`config.mk`:
```
export PLATFORM = sky130hd
export DESIGN_NAME = adc_capture_sequencer_flat
export DESIGN_NICKNAME = d
export VERILOG_FILES = /design/src/rtl/adc_seq_pkg.sv /design/src/rtl/adc_seq_if.sv /design/src/rtl/adc_seq_chan_mux.sv /design/src/rtl/adc_capture_sequencer.sv /design/src/flat_wrapper.sv
export SDC_FILE = /design/constraint.sdc
export NUM_CORES = 1
export LEC_CHECK = 0
export BUFFER_PORTS_ARGS = -buffer_cell sky130_fd_sc_hd__clkbuf_2
export CORE_AREA = 8 8 466 468
export CTS_BUF_LIST = sky130_fd_sc_hd__clkbuf_4
export CTS_CLUSTER_SIZE = 30
export DETAILED_ROUTE_END_ITERATION = 10
export DIE_AREA = 0 0 474 476
export PLACE_DENSITY = 0.32
export SYNTH_ARGS = -nofsm -noshare
export SYNTH_HDL_FRONTEND = slang
export SYNTH_HIERARCHICAL = 1
export SYNTH_SLANG_ARGS = --single-unit
```
`constraint.sdc`:
```
create_clock -name aclk -period 3.7 [get_ports aclk]
set_input_delay 0.37 -clock aclk [delete_from_list [all_inputs] [get_ports aclk]]
set_output_delay 0.37 -clock aclk [all_outputs]
set_load 0.03 [all_outputs]
```
`src/rtl/adc_seq_pkg.sv`:
```
// Shared types and helpers for the ADC capture sequencer.
package adc_seq_pkg;

  localparam int unsigned CHAN_W   = 3;
  localparam int unsigned MAX_CHAN = 1 << CHAN_W;
  localparam int unsigned PICK_W   = CHAN_W + 1;

  typedef enum logic [1:0] {
    ST_IDLE,
    ST_SYNC,
    ST_CAPTURE,
    ST_HANDOFF
  } seq_state_t;

  typedef struct packed {
    logic              valid;
    logic [CHAN_W-1:0] idx;
  } chan_pick_t;

  // Lowest set mask bit at or above 'from'; valid=0 when none remain.
  function automatic chan_pick_t next_chan(input logic [MAX_CHAN-1:0] mask,
                                           input logic [PICK_W-1:0]   from);
    chan_pick_t pick;
    pick = '0;
    for (int i = int'(MAX_CHAN) - 1; i >= 0; i--) begin
      if (mask[i] && (PICK_W'(i) >= from)) begin
        pick.valid = 1'b1;
        pick.idx   = CHAN_W'(i);
      end
    end
    return pick;
  endfunction

endpackage

```
`src/rtl/adc_seq_if.sv`:
```
// ADC stream inputs and capture-buffer write port of the sequencer.
interface adc_seq_if #(
  parameter int unsigned NCHAN      = 8,
  parameter int unsigned DATA_WIDTH = 128,
  parameter int unsigned DEPTH_LOG2 = 10
);
  logic [NCHAN*DATA_WIDTH-1:0] s_axis_tdata;
  logic [NCHAN-1:0]            s_axis_tvalid;
  logic                        buf_we;
  logic [DEPTH_LOG2-1:0]       buf_addr;
  logic [DATA_WIDTH-1:0]       buf_data;

  modport master (
    input  s_axis_tdata, s_axis_tvalid,
    output buf_we, buf_addr, buf_data
  );

  modport slave (
    output s_axis_tdata, s_axis_tvalid,
    input  buf_we, buf_addr, buf_data
  );
endinterface

```
`src/rtl/adc_seq_chan_mux.sv`:
```
// Registered NCHAN:1 stream select; its register is the buffer write stage.
module adc_seq_chan_mux
  import adc_seq_pkg::*;
#(
  parameter int unsigned NCHAN      = 8,
  parameter int unsigned DATA_WIDTH = 128
) (
  input  logic                        clk,
  input  logic                        reset,
  input  logic [CHAN_W-1:0]           sel,
  input  logic                        en,
  input  logic [NCHAN*DATA_WIDTH-1:0] tdata,
  input  logic [NCHAN-1:0]            tvalid,
  output logic                        we,
  output logic [DATA_WIDTH-1:0]       data
);

  always_ff @(posedge clk) begin
    if (reset) begin
      we   <= 1'b0;
      data <= '0;
    end else begin
      we <= en & tvalid[sel];
      if (en && tvalid[sel]) begin
        data <= tdata[32'(sel)*DATA_WIDTH +: DATA_WIDTH];
      end
    end
  end

endmodule

```
`src/rtl/adc_capture_sequencer.sv`:
```
// Steps through masked ADC channels, capturing N beats of each into one
// shared buffer and handing it to the consumer before the next channel.
module adc_capture_sequencer
  import adc_seq_pkg::*;
#(
  parameter int unsigned NCHAN      = 8,
  parameter int unsigned DATA_WIDTH = 128,
  parameter int unsigned DEPTH_LOG2 = 10
) (
  input  logic                aclk,
  input  logic                reset,
  input  logic                start,
  input  logic                abort,
  input  logic [NCHAN-1:0]    chan_mask,
  input  logic [DEPTH_LOG2:0] nbeats,
  input  logic                sync_sysref,
  input  logic                sysref,
  input  logic                buf_release,
  adc_seq_if.master           bus,
  output logic                chan_ready,
  output logic [CHAN_W-1:0]   chan_id,
  output logic                busy,
  output logic                done,
  output logic                gap,
  output logic                err_mask
);

  localparam int unsigned CNT_W = DEPTH_LOG2 + 1;
  localparam logic [CNT_W-1:0] FULL = CNT_W'(1) << DEPTH_LOG2;

  seq_state_t            state, state_nxt;
  logic [CHAN_W-1:0]     sel, sel_nxt;
  logic [CNT_W-1:0]      cnt, cnt_nxt;
  logic [CNT_W-1:0]      n_lat, n_nxt;
  logic [MAX_CHAN-1:0]   mask_lat, mask_nxt;
  logic                  sync_lat, sync_nxt;
  logic                  gap_nxt, err_nxt;
  logic                  sysref_q;
  logic [DEPTH_LOG2-1:0] addr_q;

  logic                  done_c, cap_en_c, accept_c, rise_c, tvalid_sel_c;
  logic [MAX_CHAN-1:0]   mask_in_c;
  logic [CNT_W-1:0]      n_clamp_c;
  chan_pick_t            first_c, next_c;

  assign mask_in_c    = MAX_CHAN'(chan_mask);
  assign n_clamp_c    = ((nbeats == '0) || (nbeats > FULL)) ? FULL : nbeats;
  assign first_c      = next_chan(mask_in_c, PICK_W'(0));
  assign next_c       = next_chan(mask_lat, PICK_W'(sel) + PICK_W'(1));
  assign rise_c       = sysref & ~sysref_q;
  assign tvalid_sel_c = bus.s_axis_tvalid[sel];
  assign accept_c     = cap_en_c & tvalid_sel_c;

  // Sequencing FSM; abort outranks release and beat acceptance.
  always_comb begin
    state_nxt = state;
    sel_nxt   = sel;
    cnt_nxt   = cnt;
    n_nxt     = n_lat;
    mask_nxt  = mask_lat;
    sync_nxt  = sync_lat;
    gap_nxt   = gap;
    err_nxt   = err_mask;
    done_c    = 1'b0;
    cap_en_c  = 1'b0;
    case (state)
      ST_IDLE: begin
        if (start) begin
          gap_nxt = 1'b0;
          err_nxt = ~first_c.valid;
          if (!first_c.valid) begin
            done_c = 1'b1;
          end else begin
            mask_nxt  = mask_in_c;
            n_nxt     = n_clamp_c;
            sync_nxt  = sync_sysref;
            sel_nxt   = first_c.idx;
            cnt_nxt   = '0;
            state_nxt = ST_SYNC;
          end
        end
      end
      ST_SYNC: begin
        if (abort) begin
          done_c    = 1'b1;
          state_nxt = ST_IDLE;
        end else if (!sync_lat || rise_c) begin
          cnt_nxt   = '0;
          state_nxt = ST_CAPTURE;
        end
      end
      ST_CAPTURE: begin
        if (abort) begin
          done_c    = 1'b1;
          state_nxt = ST_IDLE;
        end else begin
          cap_en_c = 1'b1;
          if (tvalid_sel_c) begin
            if (cnt == (n_lat - CNT_W'(1))) begin
              state_nxt = ST_HANDOFF;
            end else begin
              cnt_nxt = cnt + CNT_W'(1);
            end
          end else begin
            gap_nxt = 1'b1;
          end
        end
      end
      ST_HANDOFF: begin
        if (abort) begin
          done_c    = 1'b1;
          state_nxt = ST_IDLE;
        end else if (buf_release) begin
          if (next_c.valid) begin
            sel_nxt   = next_c.idx;
            state_nxt = ST_SYNC;
          end else begin
            done_c    = 1'b1;
            state_nxt = ST_IDLE;
          end
        end
      end
      default: state_nxt = ST_IDLE;
    endcase
  end

  // sysref_q samples every cycle so edge detection spans all states.
  always_ff @(posedge aclk) begin
    if (reset) begin
      state      <= ST_IDLE;
      sel        <= '0;
      cnt        <= '0;
      n_lat      <= '0;
      mask_lat   <= '0;
      sync_lat   <= 1'b0;
      sysref_q   <= 1'b0;
      addr_q     <= '0;
      gap        <= 1'b0;
      err_mask   <= 1'b0;
      busy       <= 1'b0;
      chan_ready <= 1'b0;
      done       <= 1'b0;
    end else begin
      state      <= state_nxt;
      sel        <= sel_nxt;
      cnt        <= cnt_nxt;
      n_lat      <= n_nxt;
      mask_lat   <= mask_nxt;
      sync_lat   <= sync_nxt;
      sysref_q   <= sysref;
      gap        <= gap_nxt;
      err_mask   <= err_nxt;
      busy       <= (state_nxt != ST_IDLE);
      chan_ready <= (state_nxt == ST_HANDOFF);
      done       <= done_c;
      if (accept_c) begin
        addr_q <= cnt[DEPTH_LOG2-1:0];
      end
    end
  end

  assign chan_id      = sel;
  assign bus.buf_addr = addr_q;

  adc_seq_chan_mux #(
    .NCHAN      (NCHAN),
    .DATA_WIDTH (DATA_WIDTH)
  ) u_mux (
    .clk    (aclk),
    .reset  (reset),
    .sel    (sel),
    .en     (cap_en_c),
    .tdata  (bus.s_axis_tdata),
    .tvalid (bus.s_axis_tvalid),
    .we     (bus.buf_we),
    .data   (bus.buf_data)
  );

endmodule

```
`src/flat_wrapper.sv`:
```
// flat-port wrapper written by rule: the top's interface ports become plain ports
module adc_capture_sequencer_flat import adc_seq_pkg::*;
#(
  parameter int unsigned NCHAN      = 8,
  parameter int unsigned DATA_WIDTH = 128,
  parameter int unsigned DEPTH_LOG2 = 10
)
  (aclk, reset, start, abort, chan_mask, nbeats, sync_sysref, sysref, buf_release, chan_ready, chan_id, busy, done, gap, err_mask, bus_s_axis_tdata, bus_s_axis_tvalid, bus_buf_we, bus_buf_addr, bus_buf_data);
  adc_seq_if #(.NCHAN(NCHAN), .DATA_WIDTH(DATA_WIDTH), .DEPTH_LOG2(DEPTH_LOG2)) bus_i ();
  input  logic aclk;
  input  logic reset;
  input  logic start;
  input  logic abort;
  input  logic [NCHAN-1:0] chan_mask;
  input  logic [DEPTH_LOG2:0] nbeats;
  input  logic sync_sysref;
  input  logic sysref;
  input  logic buf_release;
  output logic chan_ready;
  output logic [CHAN_W-1:0] chan_id;
  output logic busy;
  output logic done;
  output logic gap;
  output logic err_mask;
  input wire logic [$bits(bus_i.s_axis_tdata)-1:0] bus_s_axis_tdata;
  input wire logic [$bits(bus_i.s_axis_tvalid)-1:0] bus_s_axis_tvalid;
  output wire logic [$bits(bus_i.buf_we)-1:0] bus_buf_we;
  output wire logic [$bits(bus_i.buf_addr)-1:0] bus_buf_addr;
  output wire logic [$bits(bus_i.buf_data)-1:0] bus_buf_data;
  assign bus_i.s_axis_tdata = bus_s_axis_tdata;
  assign bus_i.s_axis_tvalid = bus_s_axis_tvalid;
  assign bus_buf_we = bus_i.buf_we;
  assign bus_buf_addr = bus_i.buf_addr;
  assign bus_buf_data = bus_i.buf_data;
  adc_capture_sequencer #(.NCHAN(NCHAN), .DATA_WIDTH(DATA_WIDTH), .DEPTH_LOG2(DEPTH_LOG2)) u_core (.aclk(aclk), .reset(reset), .start(start), .abort(abort), .chan_mask(chan_mask), .nbeats(nbeats), .sync_sysref(sync_sysref), .sysref(sysref), .buf_release(buf_release), .bus(bus_i), .chan_ready(chan_ready), .chan_id(chan_id), .busy(busy), .done(done), .gap(gap), .err_mask(err_mask));
endmodule
```
==> reports/summary.txt, run 1 <==
Clk sinks: 181
Clock latency at the later pin of the worst-skew pair: 0.97 ns
Top cells by area, synth: mux4_2 (37%), dfxtp_1 (23%), mux2i_1 (9.5%)
Boundary Pins: 1,205
Critical path, cell by cell: buf_6, buf_4, mux4_2, dlygate4sd3_1, mux2i_1, dlygate4sd3_1, or3_1, a21oi_1
Commonest cells in the netlist: mux4_2 (259), dfxtp_1 (181), a21oi_1 (150), mux2i_1 (150), o21ai_0 (137)
Placed instance area: 24,900 um^2
PnR Total Power: 6.07 mW
Die H: 476 um
Mean post-synth cell area: 11.1 um^2
Critical path's most frequent cell: dlygate4sd3_1
CP Class: flip-flop to flip-flop
Antenna-violating nets left: 0
Power Dens Cells: 215 nW/um^2
Root Driver: clkbuf_4
Pin count of the biggest net entering global routing: 142
Grt ovf: 0
Vias: 20,800
Slowest CP cell: dfxtp_4
Initial antenna violation count: 318
Vias in the first global route: 20,700
Die X: 474 um
Seq cells post-synth: 181
R2R Setup Slk: 0.19 ns
Maxcap violations: 0
Logic pwr share: 0.412
Hold Fails Final Rpt: 0
CTS tree: built
Post-CTS Setup Inserts: 0
Synthesized instance count: 1,413
P_int: 3.69 mW
CP top delay family: buffers and inverters
IO buf count: 1,204
Post-route DRC: 0
Maximum vdd drop: 0.000262 V
Yosys warnings: 6
Drt wl/cell: 37.4 um
Final Non-Filler Cells: 5,693
Clock group share of total power: 0.257
Yosys top cell area share: 0.371
Starting density of the core: 0.0748
Hold Path Class: input port to flip-flop
Dpl cells: 5,316
Clk_skew: 0.0394 ns
Hpwl dp: 191 mm
Crit path time final: 3.51 ns
Die footprint: 226,000 um^2
Max transition margin: 0.378
CP Capture Type: flip-flop
Final GP Congestion: 0.960
Largest area contributor in the netlist: mux4_2
Worst Hold Depth: 5
Global Route Usage Sum: 0.181
Fin area: 28,200 um^2
Mapped Nets: 2,479
Crit path launch type: flip-flop
Routed WL: 213 mm
Worst Reg2Reg Path Length in Cells: 8
Worst Path Required: 4.54 ns
Max incr delay on CP: 0.65 ns
Outcome: finished, final reports clean
Crit Path Max Fanout: 22
TNS Setup: 0 ns
Final Max Slew Viols: 0
Clk slew on worst S/H paths: 0.26 ns
Power share of the sequential group: 0.331
Count leader, synth: mux4_2
Critical path depth in cells: 8
Max Fclk: 285 MHz
Layout cell share with drive strength beyond 1: 0.553
Pleak: 11.5 nW
Worst Tran Pin Value: 0.933 ns
Final period util: 0.949
Drt first pass iters: 5
Core ar.: 210,000 um^2
Data arrival, critical path: 4.35 ns
# setup viols final: 0
Sw Ratio: 0.392
Ys async rst share: 0
# nets final: 3,870
CP Buf/Inv Count: 4
Seq/Total Area, Yosys: 0.230
Switch Pwr: 2.38 mW
Max Buffers Root-to-Sink: 2
DR iter-0 viols: 1,405
Num CTS Buffers: 17
Post-synth EDFFs: 0
RSZ-0062 raised after global routing: no
Htree depth: 4
Ys flop type: dfxtp_1
FP Rows: 169
Netlist Area Pre-Place: 15,700 um^2
Vias per inst: 3.66
First-pass GRT wire length: 258 mm
Yosys cell types: 71
Synth-to-Final Area Change: 79.4%
## power groups by stage
stage | logic (mW) | clock network (mW) | registers, mW
final | 2.50 | 1.56 | 2.01
after global routing | 2.66 | 1.77 | 2.01
after CTS | 2.52 | 1.75 | 2.01
after detailed placement | 2.14 | 0 | 2.05
after floorplan | 1.03 | 0 | 2.04
after global placement | 2.14 | 0 | 2.05
## per-layer routing
metal  up-vias  wire length (um)  global-route usage  share of wire
li1       8527                 -                   -              -
met1     10200             84800               0.213           0.40
met2      1394             93700               0.285           0.44
met5         -              1200                   0         0.0056
met3       475             29200               0.112           0.14
met4       190              3790              0.0262          0.018
## flip-flops by register name (all words and copies together), names as in the netlist
register	cells
u_core/n_lat	11
u_core/sync_lat	1
u_core/bus.buf_addr	10
u_core/u_mux/data	128
u_core/gap	1
u_core/state	2
u_core/done	1
u_core/sysref_q	1
u_core/busy	1
u_core/chan_ready	1
u_core/err_mask	1
u_core/mask_lat	8
u_core/u_mux/we	1
u_core/cnt	11
u_core/chan_id	3
## stage by stage
| step | hold slack [ns] | worst slack, ns | utilization |
|---|---|---|---|
| after floorplan | 0.437 | 1.00 | - |
| after CTS | 0.00141 | 0.0658 | 0.134 |
| after global routing | 0.0562 | 0.000254 | 0.134 |
| final | 0.228 | 0.188 | 0.134 |
| after detailed placement | 0.455 | 0.596 | 0.118 |
| after global placement | 0.449 | 0.491 | 0.118 |
## worst register-to-register path, delay by kind of cell (launching register included)
family | cells | cell delay, ns
AND/OR/NAND/NOR | 1 | 0.09
flip-flops | 1 | 0.65
AO/OA/AOI/OAI | 1 | 0.05
multiplexers | 2 | 0.70
buffers and inverters | 4 | 1.93
## logic make-up after synthesis
| group | count (synthesis) | synth area share |
|---|---|---|
| compound gates | 351 | 0.130 |
| xor+xnor | 16 | 0.00890 |
| buf+inv | 172 | 0.0589 |
| fa+ha+maj | 8 | 0.00636 |
| mux | 411 | 0.468 |
| simple gates | 274 | 0.0983 |
| flops | 181 | 0.230 |
## layout make-up
class,count,area (um^2)
clock buffer,18,135
multi-input combinational,1060,11200
clock inverter,14,169
antenna,55,138
fill,24200,182000
timing repair buffer,1532,9390
inverter,12,52.6
tap,2821,3530
sequential,181,3630
## path summary, 6_finish.rpt
path                                       from                                 end
max              u_core/chan_id[1]$_SDFFE_PP0P_  u_core/u_mux/data[10]$_SDFFE_PP0P_
min                       bus_s_axis_tdata[679]  u_core/u_mux/data[39]$_SDFFE_PP0P_
max reg2reg      u_core/chan_id[1]$_SDFFE_PP0P_  u_core/u_mux/data[10]$_SDFFE_PP0P_
min reg2reg  u_core/u_mux/data[23]$_SDFFE_PP0P_  u_core/u_mux/data[23]$_SDFFE_PP0P_
## what timing repair did
item | CTS | global route
hold buffers | 290 | 0
gates resized for setup | 0 | 2
hold endpoints to repair | 139 | 0
endpoints found under the setup margin | 0 | 11
## cells in the final DEF, fill, tap and decap left out, drive strengths merged, types with 5 or more instances in the layout
master | Yosys | routed
or3 | 131 | 131
nand2 | 44 | 44
mux2i | 150 | 150
or4 | 5 | 5
ha | 8 | 8
o31ai | 5 | 5
a2111oi | 6 | 6
o21ai | 137 | 137
clkinv | 0 | 7
nand2b | 15 | 15
dfxtp | 181 | 181
xor2 | 6 | 6
mux4 | 259 | 259
nand3 | 10 | 10
buf | 106 | 39
xnor2 | 10 | 10
clkbuf | 54 | 1221
inv | 12 | 16
dlygate4sd3 | 0 | 290
a22o | 9 | 9
nor3 | 8 | 8
diode | 0 | 55
a21oi | 150 | 150
a211oi | 6 | 6
nor2 | 31 | 31
and2 | 8 | 8
Note: power is estimated with default switching activity, not from simulation.
==> run 2, diff against run 1 <==
--- a/config.mk
+++ b/config.mk
@@ -6,12 +6,11 @@
 export NUM_CORES = 1
 export LEC_CHECK = 0
 export BUFFER_PORTS_ARGS = -buffer_cell sky130_fd_sc_hd__clkbuf_2
-export CORE_AREA = 8 8 466 468
-export CTS_BUF_LIST = sky130_fd_sc_hd__clkbuf_4
+export CORE_AREA = 8 8 463 465
 export CTS_CLUSTER_SIZE = 30
 export DETAILED_ROUTE_END_ITERATION = 10
-export DIE_AREA = 0 0 474 476
-export PLACE_DENSITY = 0.32
+export DIE_AREA = 0 0 471 473
+export PLACE_DENSITY = 0.33
 export SYNTH_ARGS = -nofsm -noshare
 export SYNTH_HDL_FRONTEND = slang
 export SYNTH_HIERARCHICAL = 1
==> constraint.sdc (replaced) <==
create_clock -name aclk -period 4.18 [get_ports aclk]
set_input_delay 0.418 -clock aclk [delete_from_list [all_inputs] [get_ports aclk]]
set_output_delay 0.418 -clock aclk [all_outputs]
set_load 0.05 [all_outputs]
==> run 2 against run 1 <==
Hold slack got worse by 0.14 ns. Fmax rose by 14%. Via count fell by 6.5%. Flip-flop and latch count stayed put. Sequential share of layout area is 1.5 points higher. Sequential power is 12% lower. Power is 7.8% lower. Clock power rose by 24%. Final area down 10%. Largest power group is now the clock network.
==> reports/summary.txt, run 2 (synthesis gave the netlist of run 1 again) <==
Root Driver: clkbuf_16
Vias per inst: 3.69
RR Endpoint: u_core/cnt[4]$_SDFFE_PP0P_
Worst Reg2Reg Path Length in Cells: 9
IO buf count: 1,204
CP top delay family: compound AO/OA/AOI/OAI gates
R2R Setup Slk: 1.09 ns
Num CTS Buffers: 17
Maxcap violations: 0
Max transition margin: 0.316
# nets final: 3,574
Grt ovf: 0
Core ar.: 206,000 um^2
Final period util: 0.738
Drt wl/cell: 38.5 um
FP Rows: 167
CP Buf/Inv Count: 1
Clk sinks: 181
Crit path time final: 3.09 ns
Crit path launch type: flip-flop
Clk_skew: 0.0298 ns
Post-CTS sizing: 0
Die X: 471 um
Number of flip-flops in the largest register: 128
Routed WL: 203 mm
Post-CTS Setup Inserts: 0
Outcome: finished, final reports clean
Hold Fails Final Rpt: 0
Initial antenna violation count: 306
Starting density of the core: 0.0762
Logic pwr share: 0.338
Fill count: 23,900
P_int: 3.46 mW
Data arrival, critical path: 3.58 ns
Maximum vdd drop: 0.000396 V
Commonest non-fill, non-tap cell in the layout: clkbuf_2
Worst Tran Pin Value: 1.03 ns
CP Class: flip-flop to flip-flop
Crit. Startpoint: u_core/n_lat[0]$_SDFFE_PP0P_
Hold Path Class: input port to flip-flop
Final Max Slew Viols: 0
Die footprint: 223,000 um^2
Clk slew on worst S/H paths: 0.09 ns
Crit Path Max Fanout: 13
Drt first pass iters: 5
Boundary Pins: 1,205
Max Fclk: 324 MHz
RSZ-0062 raised after global routing: no
Dpl ws: 1.07 ns
Most frequent cells in the layout: clkbuf_2 (1,203), mux4_2 (259), dfxtp_1 (179), mux2i_1 (150), a21oi_1 (150)
Hpwl dp: 183 mm
Critical path depth in cells: 9
CP Capture Type: flip-flop
Final GP Congestion: 0.933
Vias in the first global route: 19,500
# hold bufs at CTS: 1
Global Route Usage Sum: 0.174
CTS tree: built
Clock latency at the later pin of the worst-skew pair: 0.58 ns
# setup viols final: 0
Final setup margin: 1.09 ns
Worst Path Required: 4.67 ns
Pin count of the biggest net entering global routing: 168
Sw Ratio: 0.381
Die H: 473 um
Critical path, cell by cell: inv_1, ha_1, or3b_1, nor4_2, xnor2_1, nor4_4, a32o_2, a2111oi_0, mux2i_1
Htree depth: 4
Power Dens Cells: 221 nW/um^2
Antenna-violating nets left: 0
Vias: 19,500
Max incr delay on CP: 0.55 ns
First-pass GRT wire length: 248 mm
Switch Pwr: 2.14 mW
Most flop-heavy register: u_core/u_mux/data
Largest regs: u_core/u_mux/data x128, u_core/cnt x11, u_core/n_lat x11
Power share of the sequential group: 0.317
Synth-to-Final Area Change: 61.2%
Clock group share of total power: 0.345
Max Buffers Root-to-Sink: 2
TNS Setup: 0 ns
Slowest CP cell: a2111oi_0
Crit path capture: u_core/cnt[4]$_SDFFE_PP0P_
Layout cell share with drive strength beyond 1: 0.615
Worst r2r src: u_core/n_lat[0]$_SDFFE_PP0P_
Pleak: 10.4 nW
Post-route DRC: 0
DR iter-0 viols: 1,364
## run 2: cell count changes in the layout (fill, tap and decap cells not counted), sizes merged
cell         delta
dlygate4sd3   -289
diode          -12
buf             -8
inv             +2
bufinv          -1
clkbuf          +1
clkinvlp        -1
## run 2: routing by layer
| layer | GRT usage | vias up | routed length (um) |
|---|---|---|---|
| met4 | 0.0310 | 156 | 4600 |
| met2 | 0.288 | 1344 | 93600 |
| met3 | 0.0848 | 469 | 22000 |
| met1 | 0.206 | 9588 | 81400 |
| li1 | - | 7904 | - |
| met5 | 0 | - | 997 |
## run 2: how the worst min path moves through the flow
| stage | cells after the start | startpoint | to | slack (ns) |
|---|---|---|---|---|
| floorplan | 2 | u_core/mask_lat[2]$_SDFFE_PP0P_ | u_core/mask_lat[2]$_SDFFE_PP0P_ | 0.44 |
| global placement | 2 | u_core/mask_lat[2]$_SDFFE_PP0P_ | u_core/mask_lat[2]$_SDFFE_PP0P_ | 0.45 |
| detailed placement | 2 | u_core/mask_lat[2]$_SDFFE_PP0P_ | u_core/mask_lat[2]$_SDFFE_PP0P_ | 0.45 |
| CTS | 2 | sysref | u_core/sysref_q$_SDFF_PP0_ | 0.002 |
| global route | 2 | sysref | u_core/sysref_q$_SDFF_PP0_ | 0.03 |
| finish | 2 | sysref | u_core/sysref_q$_SDFF_PP0_ | 0.09 |
## run 2: power groups by stage
| stage | Combinational, mW | Clock (mW) | Sequential, mW |
|---|---|---|---|
| finish | 1.89 | 1.93 | 1.77 |
| global route | 2.02 | 2.10 | 1.78 |
| CTS | 1.92 | 2.10 | 1.77 |
| detailed placement | 1.91 | 0 | 1.81 |
| global placement | 1.91 | 0 | 1.82 |
| floorplan | 0.909 | 0 | 1.82 |
## run 2: area by class of cell
class | instances | area (um^2) | share of cell area
clock buffer | 18 | 439 | 0.0173
tap | 2704 | 3380 | 0.133
inverter | 12 | 52.6 | 0.00207
clock inverter | 14 | 138 | 0.00543
antenna | 43 | 108 | 0.00424
multi-input combinational | 1060 | 11200 | 0.441
timing repair buffer | 1236 | 6430 | 0.253
sequential | 181 | 3630 | 0.143
## run 2: worst register-to-register path, stage by stage, from the launching register on
cell and delay, ns:
dfxtp_1 0.37, inv_1 0.10, ha_1 0.31, or3b_1 0.47, nor4_2 0.28, xnor2_1 0.20, nor4_4 0.09, a32o_2 0.39
a2111oi_0 0.55, mux2i_1 0.26
## run 2: per-stage QoR
stage	std cells	utilization	area, um^2	hold slack [ns]	power, mW
6_report	5268	0.123	25400	0.0904	5.60
3_5_place_dp	5192	0.120	24700	0.452	3.73
2_1_floorplan	1413	-	15700	0.437	2.73
3_3_place_gp	5192	0.120	24700	0.446	3.72
5_1_grt	5236	0.122	25300	0.0272	5.90
4_1_cts	5225	0.122	25300	0.00216	5.79
